$ cat src/rtl/seg7_scan_mux_if.sv
// Display-value load bus and 7-segment pin bundle for seg7_scan_mux.
interface seg7_scan_mux_if;
    logic [31:0] data_i;
    logic [7:0]  dp_i;
    logic [7:0]  en_i;
    logic        load_i;
    logic [6:0]  hex;
    logic        DP;
    logic [7:0]  AN;
    logic        frame_o;

    modport master (
        output data_i, dp_i, en_i, load_i,
        input  hex, DP, AN, frame_o
    );

    modport slave (
        input  data_i, dp_i, en_i, load_i,
        output hex, DP, AN, frame_o
    );
endinterface

$ cat src/rtl/seg7_scan_mux.sv
// Time-multiplexed 8-digit common-anode 7-segment driver with frame-aligned,
// tear-free value updates and optional leading-zero blanking.
module seg7_scan_mux #(
    parameter int unsigned DIV      = 100000,
    parameter int unsigned BLANK    = 64,
    parameter int unsigned BLANK_LZ = 0
) (
    input  logic            clk,
    input  logic            rst,
    seg7_scan_mux_if.slave  bus
);
    localparam int unsigned CW        = (DIV > 1) ? $clog2(DIV) : 1;
    localparam logic [CW-1:0] CNT_LAST  = CW'(DIV - 1);
    localparam logic [CW-1:0] CNT_BLANK = CW'(BLANK);

    logic [CW-1:0] cnt;
    logic [2:0]    idx;

    logic [31:0] pend_data;
    logic [7:0]  pend_dp;
    logic [7:0]  pend_en;
    logic        pend_flag;

    logic [31:0] act_data;
    logic [7:0]  act_dp;
    logic [7:0]  act_en;

    logic        slot_end_c;
    logic        wrap_c;
    logic [3:0]  nib_c;
    logic [7:0]  upper_zero_c;
    logic        lz_blank_c;
    logic        lit_c;

    function automatic logic [6:0] dec(input logic [3:0] n);
        logic [6:0] s;
        s = 7'h7F;
        case (n)
            4'h0: s = 7'b1000000;
            4'h1: s = 7'b1111001;
            4'h2: s = 7'b0100100;
            4'h3: s = 7'b0110000;
            4'h4: s = 7'b0011001;
            4'h5: s = 7'b0010010;
            4'h6: s = 7'b0000010;
            4'h7: s = 7'b1111000;
            4'h8: s = 7'b0000000;
            4'h9: s = 7'b0010000;
            4'hA: s = 7'b0001000;
            4'hB: s = 7'b0000011;
            4'hC: s = 7'b1000110;
            4'hD: s = 7'b0100001;
            4'hE: s = 7'b0000110;
            4'hF: s = 7'b0001110;
            default: s = 7'h7F;
        endcase
        return s;
    endfunction

    assign slot_end_c = (cnt == CNT_LAST);
    assign wrap_c     = slot_end_c && (idx == 3'd7);
    assign nib_c      = act_data[{idx, 2'b00} +: 4];

    // upper_zero_c[i]: active nibbles i..7 are all zero
    always_comb begin
        upper_zero_c = '0;
        for (int i = 0; i < 8; i++) begin
            upper_zero_c[i] = 1'b1;
            for (int j = i; j < 8; j++) begin
                if (act_data[4*j +: 4] != 4'h0) begin
                    upper_zero_c[i] = 1'b0;
                end
            end
        end
    end

    assign lz_blank_c = (BLANK_LZ != 0) && (idx != 3'd0) && upper_zero_c[idx];
    assign lit_c      = act_en[idx] && !(cnt < CNT_BLANK) && !lz_blank_c;

    // Prescaler and digit index
    always_ff @(posedge clk) begin
        if (rst) begin
            cnt <= '0;
            idx <= '0;
        end else if (slot_end_c) begin
            cnt <= '0;
            idx <= idx + 3'd1;
        end else begin
            cnt <= cnt + CW'(1);
        end
    end

    // Pending/active value registers; active only changes on the frame wrap
    always_ff @(posedge clk) begin
        if (rst) begin
            pend_data <= '0;
            pend_dp   <= '0;
            pend_en   <= '0;
            pend_flag <= 1'b0;
            act_data  <= '0;
            act_dp    <= '0;
            act_en    <= '0;
        end else if (wrap_c) begin
            if (bus.load_i) begin
                act_data  <= bus.data_i;
                act_dp    <= bus.dp_i;
                act_en    <= bus.en_i;
                pend_flag <= 1'b0;
            end else if (pend_flag) begin
                act_data  <= pend_data;
                act_dp    <= pend_dp;
                act_en    <= pend_en;
                pend_flag <= 1'b0;
            end
        end else if (bus.load_i) begin
            pend_data <= bus.data_i;
            pend_dp   <= bus.dp_i;
            pend_en   <= bus.en_i;
            pend_flag <= 1'b1;
        end
    end

    // Registered pin drive
    always_ff @(posedge clk) begin
        if (rst) begin
            bus.AN      <= 8'hFF;
            bus.hex     <= 7'h7F;
            bus.DP      <= 1'b1;
            bus.frame_o <= 1'b0;
        end else begin
            bus.frame_o <= wrap_c;
            if (lit_c) begin
                bus.AN  <= ~(8'b1 << idx);
                bus.hex <= dec(nib_c);
                bus.DP  <= ~act_dp[idx];
            end else begin
                bus.AN  <= 8'hFF;
                bus.hex <= 7'h7F;
                bus.DP  <= 1'b1;
            end
        end
    end
endmodule

$ cat src/flat_wrapper.sv
// flat-port wrapper written by rule: the top's interface ports become plain ports
module seg7_scan_mux_flat 
#(
    parameter int unsigned DIV      = 100000,
    parameter int unsigned BLANK    = 64,
    parameter int unsigned BLANK_LZ = 0
)
  (clk, rst, bus_data_i, bus_dp_i, bus_en_i, bus_load_i, bus_hex, bus_DP, bus_AN, bus_frame_o);
  seg7_scan_mux_if bus_i ();
  input  logic clk;
  input  logic rst;
  input wire logic [$bits(bus_i.data_i)-1:0] bus_data_i;
  input wire logic [$bits(bus_i.dp_i)-1:0] bus_dp_i;
  input wire logic [$bits(bus_i.en_i)-1:0] bus_en_i;
  input wire logic [$bits(bus_i.load_i)-1:0] bus_load_i;
  output wire logic [$bits(bus_i.hex)-1:0] bus_hex;
  output wire logic [$bits(bus_i.DP)-1:0] bus_DP;
  output wire logic [$bits(bus_i.AN)-1:0] bus_AN;
  output wire logic [$bits(bus_i.frame_o)-1:0] bus_frame_o;
  assign bus_i.data_i = bus_data_i;
  assign bus_i.dp_i = bus_dp_i;
  assign bus_i.en_i = bus_en_i;
  assign bus_i.load_i = bus_load_i;
  assign bus_hex = bus_i.hex;
  assign bus_DP = bus_i.DP;
  assign bus_AN = bus_i.AN;
  assign bus_frame_o = bus_i.frame_o;
  seg7_scan_mux #(.DIV(DIV), .BLANK(BLANK), .BLANK_LZ(BLANK_LZ)) u_core (.clk(clk), .rst(rst), .bus(bus_i));
endmodule
$ cat config.mk
export PLATFORM = sky130hd
export DESIGN_NAME = seg7_scan_mux_flat
export DESIGN_NICKNAME = d
export VERILOG_FILES = /design/src/rtl/seg7_scan_mux_if.sv /design/src/rtl/seg7_scan_mux.sv /design/src/flat_wrapper.sv
export SDC_FILE = /design/constraint.sdc
export NUM_CORES = 1
export LEC_CHECK = 0
export BUFFER_PORTS_ARGS = -buffer_cell sky130_fd_sc_hd__buf_2
export CORE_MARGIN = 3
export CORE_UTILIZATION = 45
export DETAILED_ROUTE_END_ITERATION = 16
export HOLD_SLACK_MARGIN = 0.03
export PLACE_DENSITY_LB_ADDON = 0.25
export SKIP_CTS_REPAIR_TIMING = 1
export SLEW_MARGIN = 20
export SYNTH_ARGS = -nofsm -noshare
export SYNTH_HDL_FRONTEND = slang
export SYNTH_SLANG_ARGS = --single-unit
$ cat constraint.sdc
create_clock -name clk -period 3.3 [get_ports clk]
set_input_delay 0.33 -clock clk [delete_from_list [all_inputs] [get_ports clk]]
set_output_delay 0.33 -clock clk [all_outputs]
set_load 0.01 [all_outputs]
# After elaboration in Yosys (flattened, before gate mapping)
# Memories as Yosys holds them, arrays and structs flattened. A register that Yosys moved wholly into a read port is not among the register bits.
# Cells that the tools add are included.
dict set report classes {
  addsub 2
  n_eq_ne 2
  reduce_logical 9
  bitwise_logic 4
  mux 10
  shifts 2
  n_lt_le_gt_ge 2
}
# op n
set ops {}
lappend ops {{$mux 32} 2}
lappend ops {{$mux 8} 4}
lappend ops {{$shiftx 32x6->4} 1}
lappend ops {{$add 17x1->17 const B} 1}
lappend ops {{$eq 17x17->1 const B} 1}
lappend ops {{$lt 17x7->1 const B} 1}
lappend ops {{$not 8->8} 1}
lappend ops {{$shl 1x3->8 const A} 1}
lappend ops {{$bmux 1 s3} 2}
lappend ops {{$reduce_or 2->1} 3}
lappend ops {{$lt 3x4->1 const B} 1}
lappend ops {{$reduce_and 2->1} 2}
lappend ops {{$add 3x1->3 const B} 1}
lappend ops {{$eq 3x3->1 const B} 1}
lappend ops {{$not 1->1} 3}
lappend ops {{$logic_and 1x1->1} 2}
lappend ops {{$mux 1} 2}
lappend ops {{$reduce_bool 2->1} 1}
lappend ops {{$logic_not 1->1} 1}
dict set report totals {
  elab_cells 44
  output_inout_bits 17
  rom_bits 112
  reg_bits 127
  n_memories 1
  in_bits 51
}
# name depth word_bits read_ports rd_clocked_by_memory_dff write_ports line
set mem_list {}
lappend mem_list {{(name not given)} 16 7 1 1 0 seg7_scan_mux.sv:38} ;# case (n)

# Longest topological paths before layout
dict set report depth {
  word_depth 5
  mapped_depth 9
  mapped_depth_nobuf 7
}

# Worst setup path after synthesis
# Ideal clock, no wire load.
dict set report synth_timing {
  kind {register to register}
  from {reg u_core.idx[0]}
  to {reg u_core.bus.hex[5]}
  t_required_ps 3178
  path_stages_with_launch 10
  arrival_ps 2798
  setup_ps 122
  setup_slack_ps 380
  synth_period_minus_slack_ps 2920
  path_buffers 2
  path_cell_list {dfxtp_1 -> clkbuf_1 -> buf_1 -> mux4_2 -> mux2i_1 -> inv_1 -> ha_1 -> nand3_1 -> o21ai_0 -> a221o_1}
}
dict set report synth_between {
  elab_chain_len 5
  elab_cells_between_ends 6
  cone_classes {shift: 1; mux: 2; bitwise: 1; reduce/logical: 2}
}
# item line
set synth_lines {}
lappend synth_lines {{start: declaration} seg7_scan_mux.sv:17} ;# logic [2:0] idx;
lappend synth_lines {{start signal: assignment} seg7_scan_mux.sv:87} ;# idx <= idx + 3'd1;
lappend synth_lines {{$bmux 1 s3} seg7_scan_mux.sv:78} ;# assign lit_c = act_en[idx] && !(cnt < CNT_BLANK) && !lz_blank_c;
lappend synth_lines {{$mux 1 (implied by the code)} seg7_scan_mux.sv:78}
lappend synth_lines {{$logic_and 1x1->1} seg7_scan_mux.sv:78}
lappend synth_lines {{$not 1->1 (no line)} -}
lappend synth_lines {{$reduce_or 2->1 (no line)} -}
lappend synth_lines {{end: declaration} seg7_scan_mux_if.sv:19} ;# output hex, DP, AN, frame_o
# Parallel ways exist; a longest one is shown, timed or not. The select of a mux whose other input is x is not followed.
# A chain may end at the register's enable or synchronous reset.

# Worst setup path in the final report
dict set report layout_timing {
  from {reg u_core.cnt[6]}
  to {reg u_core.cnt[15]}
}
dict set report layout_between {
  elab_chain_len 2
  elab_cells_between_ends 3
  cone_classes {add/sub: 1; eq/ne: 1; reduce/logical: 1}
}
# item line
set layout_lines {}
lappend layout_lines {{start: declaration} seg7_scan_mux.sv:16} ;# logic [CW-1:0] cnt;
lappend layout_lines {{start signal: assignment} seg7_scan_mux.sv:89} ;# cnt <= cnt + CW'(1);
lappend layout_lines {{parallel branches: the longest is 2 deep, another holds $add 17x1->17} -}
# Several ways; the timed one is not identified.

==> results_dict.tcl <==
set metrics [dict create \
    status "finished, final reports clean" \
    gr-total-overflow 0 \
    clk_pin_slew_ns 0.05 \
    ys_ff_latch 134 \
    grt_pass1_vias 4256 \
    synth_common_cells "dfxtp_1, nand2_1, nor2_1" \
    pre_cts_ws_ns 0.5065 \
    drive_gt1_frac 0.1715 \
    synth_area_leaders "dfxtp_1, mux2i_1, nand2_1" \
    drt_iter0_drc 293 \
    synth-edff-count 0 \
    slowest_stage "or4_1" \
    port_buffers 67 \
    reg2reg_depth 5 \
    io_pins 68 \
    crit_type "register to register" \
    grt_use_total 0.1797 \
    grt_use_met2 0.2782 \
    synth.distinct_cells 42 \
    cellInternalPower_uw 3207 \
    finalSetupTns_ns 0 \
    yosysMostFrequentCell "dfxtp_1" \
    dieArea_um2 14150 \
    syn_to_final_growth_pct 19.53 \
    drc 0 \
    die_w_um 118.9 \
    num_rows 40 \
    grtUsageMet3 0.04843 \
    p_sw_frac 0.1967 \
    report.final.slew_viol_count 0 \
    hp-class "input port to register" \
    setup.worst_path.end "u_core.cnt[15]" \
    design.core.area_um2 12260 \
    antenna_found_initial 0 \
    cp.arrival_ns 3.07 \
    avgViaCountPerCell 5.208 \
    place.gp.congestion 0.8952 \
    finalWirelength_um 12260 \
    grt_setup_unrepaired "false" \
    wl_per_cell_um 14.23 \
    min_from "bus_data_i[19]" \
    cp_slowest_stage_delay_ns 0.71 \
    r2r-end "u_core.cnt[15]" \
    endpoint_kind "register" \
    dpl.hpwl_um 8014 \
    seq_area_um2 2683 \
    crit_path_max_fanout 16 \
    chipHeight_um 118.9 \
    max_freq_mhz 358.7 \
    cts_tree "yes" \
    async_flop_share 0 \
    grt_pass1_wl_um 20540 \
    p_switching_uw 785.2 \
    pwr-share-clk 0.533 \
    dr.pass1.iters 4 \
    cpMostUsedCell "or4_1" \
    antennaDiodeCount 0 \
    yosysWarnings 0 \
    cts_made_buffers 17 \
    grt_max_degree 106 \
    post-route-period-util 0.8449 \
    rrSetupSlack_ns 0.51 \
    start_kind "register" \
    start_util 0.4681 \
    fill_cells 1097 \
    critical-path-top-delay-family "simple AND/OR/NAND/NOR gates" \
    ys.flop_type "dfxtp_1" \
    syn-num-nets 698 \
    cts.sinks 134 \
    slew_headroom 0.3063 \
    syn-cell-area_um2 5739 \
    hold_viol 0 \
    p_leak_uw 0.002687 \
    powerDensity_nw_per_um2 582.0 \
    yosys.area.top_type_share 0.4674 \
    clock_skew_ns 0.008349 \
    rr_startpoint "u_core.cnt[6]" \
    via_count 4489 \
    startpoint "u_core.cnt[6]" \
    max_cap_viol_count 0 \
    timing_worst_slew_pin_value_ns 1.041 \
    p_seq_frac 0.419 \
    peakVddDrop_mv 0.3352 \
    crit_cells 5 \
    cts-root-buf "clkbuf_16" \
    yosysSeqAreaShare 0.4674 \
    multi_input_area_um2 2830 \
    syn_inst 635 \
    setup_violations 0 \
    required_ns 3.59 \
    clkLatencyLatePin_ns 0.42 \
    period_needed_ns 2.788 \
    syn_area_per_cell_um2 9.038 \
    synth.largest_area_cell "dfxtp_1" \
    h-tree-depth 4 \
    nets 744 \
    max-clock-path-buffers 2 \
    detail-route-antenna-nets 0 \
    busiest_layer "met2" \
    path_buf_inv 0 \
    combPwrFrac 0.049 \
    worst_slack_ns 0.5120 \
    gr-usage-met1 0.2381 \
    path_cells "or4_1, or4_1, or4_1, nand2b_2, nor2_1" \
]
power by group through the flow:
stage	clock [µW]	sequential, µW	combinational (µW)
2_1_floorplan	0	1700	128
3_3_place_gp	0	1700	185
3_5_place_dp	0	1710	191
4_1_cts	2170	1670	192
5_1_grt	2250	1680	216
6_report	2130	1670	194
through the flow:
step / hold slack [ns] / cells / utilization / power, µW / cell area [µm²]
after floorplan: 0.4175 / 635 / - / 1830 / 5739
after global placement: 0.4242 / 829 / 0.5023 / 1890 / 6160
after detailed placement: 0.4456 / 829 / 0.5023 / 1898 / 6160
after CTS: 0.1471 / 861 / 0.5572 / 4031 / 6833
after global routing: 0.1602 / 862 / 0.5595 / 4146 / 6860
final: 0.1609 / 862 / 0.5595 / 3992 / 6860
layout by cell type (no fill, tap or decap), drive strengths merged, types with 2 or more instances in the layout:
cell and instances:
a211oi 48, a21oi 52, a221o 4, and3 3
buf 74, bufinv 6, clkbuf 23, clkinv 3
dfxtp 134, ha 12, inv 11, mux2i 57
mux4 10, nand2 117, nand3 8, nor2 78
nor2b 2, nor3 5, nor4 6, o21ai 5
or4 3, xnor2 9, xor2 7
worst reg2reg max path: stages (launching register included):
cell	delay, ns
dfxtp_1	0.35
or4_1	0.53
or4_1	0.64
or4_1	0.71
nand2b_2	0.32
nor2_1	0.10
how the worst min path moves through the flow:
stage | to | slack [ns] | depth (start not counted)
finish | u_core.pend_data[19] | 0.16 | 3
global route | u_core.pend_data[26] | 0.16 | 3
CTS | u_core.pend_en[2] | 0.15 | 3
detailed placement | u_core.pend_en[6] | 0.45 | 2
global placement | u_core.cnt[0] | 0.42 | 1
floorplan | u_core.cnt[0] | 0.42 | 1
logic make-up after synthesis:
logic type                 after synthesis  share of synthesized area
muxes                                   68                     0.1406
DFF                                    134                     0.4674
and+or+nand+nor                        229                     0.1648
AOI/OAI and AO/OA                      118                     0.1330
buffers and inverters                   58                    0.04360
adders and majority gates               12                    0.02616
xor gates and xnor gates                16                    0.02442
per-layer routing:
metal,routed length (µm),up-vias
met4,163,0
li1,-,2289
met2,5781,101
met3,627,10
met1,5689,2089
met5,0,-
state kept, by name, indices dropped and copies added (netlist names):
signal	count
u_core.bus.frame_o	1
u_core.act_data	32
u_core.pend_flag	1
u_core.bus.hex	7
u_core.bus.AN	8
u_core.idx	3
u_core.cnt	17
u_core.bus.DP	1
u_core.pend_en	8
u_core.pend_data	32
u_core.act_en	8
u_core.act_dp	8
u_core.pend_dp	8
final cells by class:
class                      count  share of cell area
multi-input combinational    443              0.4125
sequential                   134              0.3910
clock buffer                  23             0.06967
timing repair buffer          74             0.06165
tap                          168             0.03064
clock inverter                 9             0.02845
inverter                      11            0.006019
No activity file was read; power rests on OpenSTA's default activity.
